--- config.mk ---
export PLATFORM = sky130hd
export DESIGN_NAME = decoder_3x8_pulse
export DESIGN_NICKNAME = d
export VERILOG_FILES = /design/src/rtl/decoder_3x8_pulse_pkg.sv /design/src/rtl/decoder_3x8_pulse_hold_counter.sv /design/src/rtl/decoder_3x8_pulse.sv
export SDC_FILE = /design/constraint.sdc
export NUM_CORES = 1
export LEC_CHECK = 0
export ABC_AREA = 1
export CORE_AREA = 2 2 45 47
export CTS_CLUSTER_DIAMETER = 80
export DETAILED_ROUTE_END_ITERATION = 7
export DIE_AREA = 0 0 47 49
export PLACE_DENSITY = 0.8
export SLEW_MARGIN = 20
export SYNTH_ARGS = -nofsm -noshare
export SYNTH_HDL_FRONTEND = slang
export SYNTH_SLANG_ARGS = --single-unit
--- constraint.sdc ---
create_clock -name clk -period 1.98 [get_ports clk]
set_input_delay 0.495 -clock clk [delete_from_list [all_inputs] [get_ports clk]]
set_output_delay 0.495 -clock clk [all_outputs]
set_load 0.02 [all_outputs]
--- src/rtl/decoder_3x8_pulse_pkg.sv ---
// -----------------------------------------------------------------------------
// decoder_pkg
// Shared definitions for the 3-to-8 pulse decoder:
//   - dec_state_t : two-state FSM encoding (IDLE / DRIVE), 1 bit
//   - DEC_IN_W    : code width (3)
//   - DEC_OUT_W   : one-hot output width (8)
//   - onehot3()   : binary code -> one-hot vector
//   - odd_par_ok(): odd-parity check over {code, code_par}
// -----------------------------------------------------------------------------
package decoder_pkg;

  localparam int DEC_IN_W  = 3;
  localparam int DEC_OUT_W = 8;

  typedef enum logic [0:0] {
    ST_IDLE  = 1'b0,
    ST_DRIVE = 1'b1
  } dec_state_t;

  // Binary code to one-hot select line.
  function automatic logic [DEC_OUT_W-1:0] onehot3(input logic [DEC_IN_W-1:0] c);
    logic [DEC_OUT_W-1:0] one;
    one = 8'h01;
    return one << c;
  endfunction

  // True when {c, p} carries an odd number of ones.
  function automatic logic odd_par_ok(input logic [DEC_IN_W-1:0] c, input logic p);
    return ^{c, p};
  endfunction

endpackage

--- src/rtl/decoder_3x8_pulse_hold_counter.sv ---
// -----------------------------------------------------------------------------
// hold_counter
// Loadable HOLD_W-bit down-counter used to time the decoder output pulse.
// Ports:
//   clk, rst_n  : clock, asynchronous active-low reset
//   load        : load count with load_val (has priority over dec)
//   load_val    : value loaded on load
//   dec         : decrement by one; saturates at zero
//   count       : current count (registered)
//   zero        : count == 0
// -----------------------------------------------------------------------------
module hold_counter #(
  parameter int HOLD_W = 4
) (
  input  logic              clk,
  input  logic              rst_n,
  input  logic              load,
  input  logic [HOLD_W-1:0] load_val,
  input  logic              dec,
  output logic [HOLD_W-1:0] count,
  output logic              zero
);

  logic [HOLD_W-1:0] count_r;

  // Count register: load, saturating decrement, or hold.
  always_ff @(posedge clk or negedge rst_n) begin
    if (!rst_n) begin
      count_r <= {HOLD_W{1'b0}};
    end else if (load) begin
      count_r <= load_val;
    end else if (dec && (count_r != {HOLD_W{1'b0}})) begin
      count_r <= count_r - {{(HOLD_W-1){1'b0}}, 1'b1};
    end else begin
      count_r <= count_r;
    end
  end

  assign count = count_r;
  assign zero  = (count_r == {HOLD_W{1'b0}});

endmodule

--- src/rtl/decoder_3x8_pulse.sv ---
// -----------------------------------------------------------------------------
// decoder_3x8_pulse
// Registered 3-to-8 one-hot decoder with valid/ready input handshake and a
// programmable hold time. An accepted code drives y[code] for max(hold,1)
// cycles; done marks the last of those cycles.
// Optional feature macro: DEC_PARITY_EN (adds code_par input and err output;
// odd parity over {code, code_par}; a bad code is consumed and flagged
// instead of driven).
// Ports:
//   clk, rst_n : clock, asynchronous active-low reset
//   en         : gates acceptance of new codes only
//   in_valid   : source presents code/hold
//   in_ready   : combinational, (state == IDLE) && en
//   code       : 3-bit binary code
//   code_par   : parity bit (DEC_PARITY_EN only)
//   err        : one-cycle parity error pulse (DEC_PARITY_EN only)
//   hold       : pulse length in cycles, 0 treated as 1
//   y          : registered one-hot output
//   y_valid    : registered, high while y != 0
//   busy       : registered, high in DRIVE
//   done       : registered, high on the last DRIVE cycle
// -----------------------------------------------------------------------------
module decoder_3x8_pulse
  import decoder_pkg::*;
#(
  parameter int HOLD_W = 4
) (
  input  logic                 clk,
  input  logic                 rst_n,
  input  logic                 en,
  input  logic                 in_valid,
  output logic                 in_ready,
  input  logic [DEC_IN_W-1:0]  code,
`ifdef DEC_PARITY_EN
  input  logic                 code_par,
  output logic                 err,
`endif
  input  logic [HOLD_W-1:0]    hold,
  output logic [DEC_OUT_W-1:0] y,
  output logic                 y_valid,
  output logic                 busy,
  output logic                 done
);

  dec_state_t           state_r, state_nxt_s;
  logic [DEC_OUT_W-1:0] y_r, y_nxt_s;
  logic                 y_valid_r;
  logic                 busy_r;
  logic                 done_r, done_nxt_s;
  logic                 accept_s;
  logic                 par_ok_s;
  logic                 load_s;
  logic                 dec_s;
  logic [HOLD_W-1:0]    load_val_s;
  logic [HOLD_W-1:0]    cnt_s;
  logic                 cnt_zero_s;

  assign in_ready = (state_r == ST_IDLE) && en;
  assign accept_s = in_valid && in_ready;

  // hold == 0 behaves like hold == 1, so the loaded value never exceeds 2^W-2.
  assign load_val_s = (hold == {HOLD_W{1'b0}}) ? {HOLD_W{1'b0}}
                                               : (hold - {{(HOLD_W-1){1'b0}}, 1'b1});

`ifdef DEC_PARITY_EN
  logic err_r;

  assign par_ok_s = odd_par_ok(code, code_par);

  // Parity error pulse, one cycle after a rejected accept.
  always_ff @(posedge clk or negedge rst_n) begin
    if (!rst_n) begin
      err_r <= 1'b0;
    end else begin
      err_r <= accept_s && !par_ok_s;
    end
  end

  assign err = err_r;
`else
  assign par_ok_s = 1'b1;
`endif

  hold_counter #(
    .HOLD_W (HOLD_W)
  ) u_hold_counter (
    .clk      (clk),
    .rst_n    (rst_n),
    .load     (load_s),
    .load_val (load_val_s),
    .dec      (dec_s),
    .count    (cnt_s),
    .zero     (cnt_zero_s)
  );

  // Next-state, next-output and counter control.
  always_comb begin
    state_nxt_s = state_r;
    y_nxt_s     = y_r;
    done_nxt_s  = 1'b0;
    load_s      = 1'b0;
    dec_s       = 1'b0;
    case (state_r)
      ST_IDLE: begin
        if (accept_s && par_ok_s) begin
          state_nxt_s = ST_DRIVE;
          y_nxt_s     = onehot3(code);
          load_s      = 1'b1;
          // A one-cycle pulse is already on its last cycle when it starts.
          done_nxt_s  = (load_val_s == {HOLD_W{1'b0}});
        end else begin
          state_nxt_s = ST_IDLE;
          y_nxt_s     = {DEC_OUT_W{1'b0}};
        end
      end
      ST_DRIVE: begin
        if (cnt_zero_s) begin
          state_nxt_s = ST_IDLE;
          y_nxt_s     = {DEC_OUT_W{1'b0}};
        end else begin
          dec_s      = 1'b1;
          // Counter reaches zero on this edge: next cycle is the last one.
          done_nxt_s = (cnt_s == {{(HOLD_W-1){1'b0}}, 1'b1});
        end
      end
      default: begin
        state_nxt_s = ST_IDLE;
        y_nxt_s     = {DEC_OUT_W{1'b0}};
      end
    endcase
  end

  // State and registered outputs.
  always_ff @(posedge clk or negedge rst_n) begin
    if (!rst_n) begin
      state_r   <= ST_IDLE;
      y_r       <= {DEC_OUT_W{1'b0}};
      y_valid_r <= 1'b0;
      busy_r    <= 1'b0;
      done_r    <= 1'b0;
    end else begin
      state_r   <= state_nxt_s;
      y_r       <= y_nxt_s;
      y_valid_r <= (y_nxt_s != {DEC_OUT_W{1'b0}});
      busy_r    <= (state_nxt_s == ST_DRIVE);
      done_r    <= done_nxt_s;
    end
  end

  assign y       = y_r;
  assign y_valid = y_valid_r;
  assign busy    = busy_r;
  assign done    = done_r;

endmodule

# == Word level (Yosys, flattened, before mapping) ==
# Cells that the tools add are included.
# word_totals
reg_bits,15
elab_cells,33
out_inout_bits,12
# op_classes
addsub,2
n_mux,14
bitwise_logic,1
shift,1
n_reduce_logical,9
eq_ne,1
# ops
cell,count
8-bit 2-to-1 mux,2
8-bit one-hot mux with 2 select lines,1
4-bit logical NOT,3
4-bit 2-to-1 mux,3
8-bit nonzero test,1
1-bit by 3-bit left shift with 8-bit output (first input constant),1
4-bit by 1-bit subtractor with 4-bit output (second input constant),2
1-bit 2-to-1 mux,6
4-bit by 1-bit equality test with 1-bit output (second input constant),1
1-bit one-hot mux with 2 select lines,2
4-bit nonzero test,1
1-bit logical AND,3
2-bit nonzero test,1
1-bit NOT,1

# == Longest topological paths before layout ==
# depth
word_depth,6
ltp_mapped,11

# == Modules after synthesis ==
# Synthesis repeated with hierarchy kept, for this count alone.
# unflattened
cells_unflattened,143
hier_area_um2,947.2
# by_module_without_submodules
mod,area_each_um2,seq_area_each_um2,instances,cells_per_inst
decoder_3x8_pulse,651.9,275.3,1,97
hold_counter,295.3,100.1,1,46

# == Least setup slack after synthesis ==
# No wires, ideal clock.
# synth_timing
kind,register to output
start,"reg, netlist name busy"
end,out in_ready
required_time_ns,1.485
path_slack_ns,0.619
stages_incl_launch_ff,5
arrival_time_ns,0.866
path_cell_list,dfrtp_1 > buf_6 > inv_4 > nand2_4 > inv_1
# synth_lines
item,line,rtl
end: declaration,decoder_3x8_pulse.sv:32,"output logic in_ready,"

# == Worst setup path in the final report ==
# layout_timing
start,in en
end,out in_ready
# layout_between
elab_chain_len,1
# layout_rtl
item,line,rtl
start: declaration,decoder_3x8_pulse.sv:30,"input logic en,"
1-bit logical AND,decoder_3x8_pulse.sv:58,assign in_ready = (state_r == ST_IDLE) && en;
# Every way passes these cells.

==> impl_metrics.json <==
{
  "outcome": "finished, final reports clean",
  "slowest_stage": "clkdlybuf4s50_1",
  "start_util": 0.477,
  "ys_seq_area_frac": 0.427,
  "cp-startpoint": "en",
  "globalRoute.totalOverflow": 0,
  "drc": 0,
  "critPathArrivalTime_ps": 1440,
  "synth_nets": 131,
  "grt_max_degree": 16,
  "fmaxAchievable_mhz": 516,
  "synth_cell_types": 19,
  "htree_levels": 1,
  "cp_slowest_stage_delay_ps": 500,
  "rsz0062_at_grt": "no",
  "wl_met3_um": 64,
  "root_buffer": "clkbuf_4",
  "pre_cts_ws_ps": -238,
  "synth_top_area_share": 0.427,
  "drt_iter0_markers": 21,
  "wl_mm": 1.81,
  "port_buffers": 22,
  "cts_buffers": 3,
  "slew_viol_final": 0,
  "crit_chain": "clkdlybuf4s50_1 -> nand2_4 -> inv_1 -> dlygate4sd2_1",
  "clock_latency_ps": 280,
  "whs_ps": 517,
  "grt_pass1_wl_mm": 3.12,
  "grt_usage": 0.184,
  "p_per_area_nw_per_um2": 1060,
  "drive_above_1_share": 0.151,
  "fin_area_um2": 1170,
  "met2_length_um": 879,
  "cts_tree": "built",
  "drt-vias-per-instance": 4.71,
  "fin_crit_ps": 1940,
  "crit_fanout": 2,
  "ys_ff_latch": 15,
  "dr_total_vias": 815,
  "wl_per_cell_um": 10.5,
  "dieWidth_um": 47,
  "clock_sinks": 15,
  "hp-class": "in -> async",
  "fin_tns_setup_ps": 0,
  "stdcell_count": 173,
  "m1WireLength_um": 836,
  "syn_area_um2": 878,
  "finalHoldViolations": 0,
  "placed_cell_area_um2": 1140,
  "slew_headroom": 0.791,
  "core_area_um2": 1840,
  "synth.area.top_cells": "dfrtp_1 (43%), nand2_1 (12%), nand3_1 (8.0%)",
  "placed_cells": 169,
  "final_nets": 160,
  "r2r-start": "u_hold_counter.count[0]$_DFFE_PN0P_",
  "reg2reg_setup_slack_ps": 490,
  "first_global_vias": 743,
  "std_cell_rows": 16,
  "worst_pin_slew_ps": 313,
  "fin_ws_ps": 41.6,
  "async_flop_share": 1.00,
  "ys.flop_type": "dfrtp_1",
  "setup_viol": 0,
  "first_pass_iters": 4,
  "leakagePower_nw": 0.614,
  "io_pins": 23,
  "place_hpwl_mm": 1.44,
  "area_delta_synth_final_pct": 32.8,
  "required_ps": 1480,
  "synth_most_common_cell": "nand2_1",
  "synth_area_leader_cell": "dfrtp_1",
  "peakVddDrop_uv": 645,
  "die_h_um": 49,
  "synth_enable_flop_cells": 0,
  "antenna_found_initial": 0,
  "netlist_top_cells_count": "nand2_1 (29), inv_1 (18), dfrtp_1 (15)",
  "maxCapViolations": 0,
  "critPathLaunchType": "primary input",
  "routabilityCongestion": 0.810,
  "min_period_over_period": 0.979,
  "hold_buffers": 0,
  "die_area_um2": 2300,
  "netlist_instances": 118,
  "top_layer": "met4",
  "end_kind": "output port",
  "worstSetupPathType": "in -> out",
  "num_antenna_cells": 0,
  "clockBufferDepth": 2,
  "postSynthAreaPerCell_um2": 7.44,
  "clk_pin_slew_worst_paths_ps": 80,
  "clock_skew_ps": 1.00,
  "yosysWarnings": 0,
  "drtAntennaViolNets": 0
}
-- layout by cell type, fill, tap and decap left out --
master           count
o22ai_1              1
buf_4                4
clkbuf_4             3
ha_1                 2
clkbuf_1             1
nand4_1              2
o221ai_1             1
nor2_4               1
nand2_1             29
nand2_2              9
nand3_1             14
o21ai_0              5
dlygate4sd2_1        1
nand2_4              1
inv_2                2
dfrtp_2              1
dfrtp_1             14
xor2_1               1
inv_1               18
inv_4                1
o21ai_1              1
nor2_1              12
a21oi_1              1
clkdlybuf4s50_1     21
-- through the flow --
step | util | total power (W)
2_1_floorplan | - | 0.000858
3_3_place_gp | 0.619 | 0.00104
3_5_place_dp | 0.619 | 0.00106
4_1_cts | 0.632 | 0.00123
5_1_grt | 0.633 | 0.00133
6_report | 0.633 | 0.00123
-- what timing repair did --
action | 4_1_cts | 5_1_grt
setup endpoints to repair | 1 | 1
resized for setup | 1 | 1
buffers inserted | 0 | 0
-- power by group --
group / switching, W / leakage [nW] / total (W) / internal [W]
Sequential: 0.0000617 / 0.197 / 0.000451 / 0.000389
Clock: 0.0000938 / 0.0150 / 0.000172 / 0.0000782
Combinational: 0.000361 / 0.401 / 0.000611 / 0.000250
-- registers in the layout, indices dropped and copies added (netlist names) --
register	count
done	1
busy	1
u_hold_counter.count	4
y	8
y_valid	1
-- kinds of logic (layout without fill, tap and decap cells) --
group	after synthesis	in the layout	share of synthesized area
adders and majority gates	2	2	0.0285
and+or+nand+nor	68	68	0.359
AOI/OAI and AO/OA	9	9	0.0570
xor gates and xnor gates	1	1	0.00997
DFF	15	15	0.427
buffers and inverters	23	51	0.118
-- per-layer routing --
layer / vias up / track usage
li1: 424 / -
met1: 366 / 0.260
met2: 20 / 0.267
met3: 5 / 0.0407
met4: 0 / 0.0787
met5: - / 0
-- worst paths after layout --
kind                                                            end  cells past startpoint
worst min register to register                       y[6]$_DFF_PN0_                      2
worst max-delay path                                       in_ready                      4
worst min-delay path                                 done$_DFF_PN0_                      2
min in group clk                                     y[6]$_DFF_PN0_                      2
max in group asynchronous                            busy$_DFF_PN0_                      2
worst max register to register  u_hold_counter.count[2]$_DFFE_PN0P_                      7
-- area by class of cell --
cell class / instances / area (µm²)
well taps: 27 / 33.8
clock buffers: 4 / 26.3
fillers: 169 / 676
inverters: 21 / 81.3
flip-flops and latches: 15 / 377
multi-input cells: 80 / 399
repair buffers: 26 / 249
-- worst max-delay path: cells and delay by family --
| kind | cells | cell delay, ps |
|---|---|---|
| buffers and inverters | 3 | 890 |
| AND/OR/NAND/NOR | 1 | 60 |
Note: power is estimated with default switching activity, not from simulation.
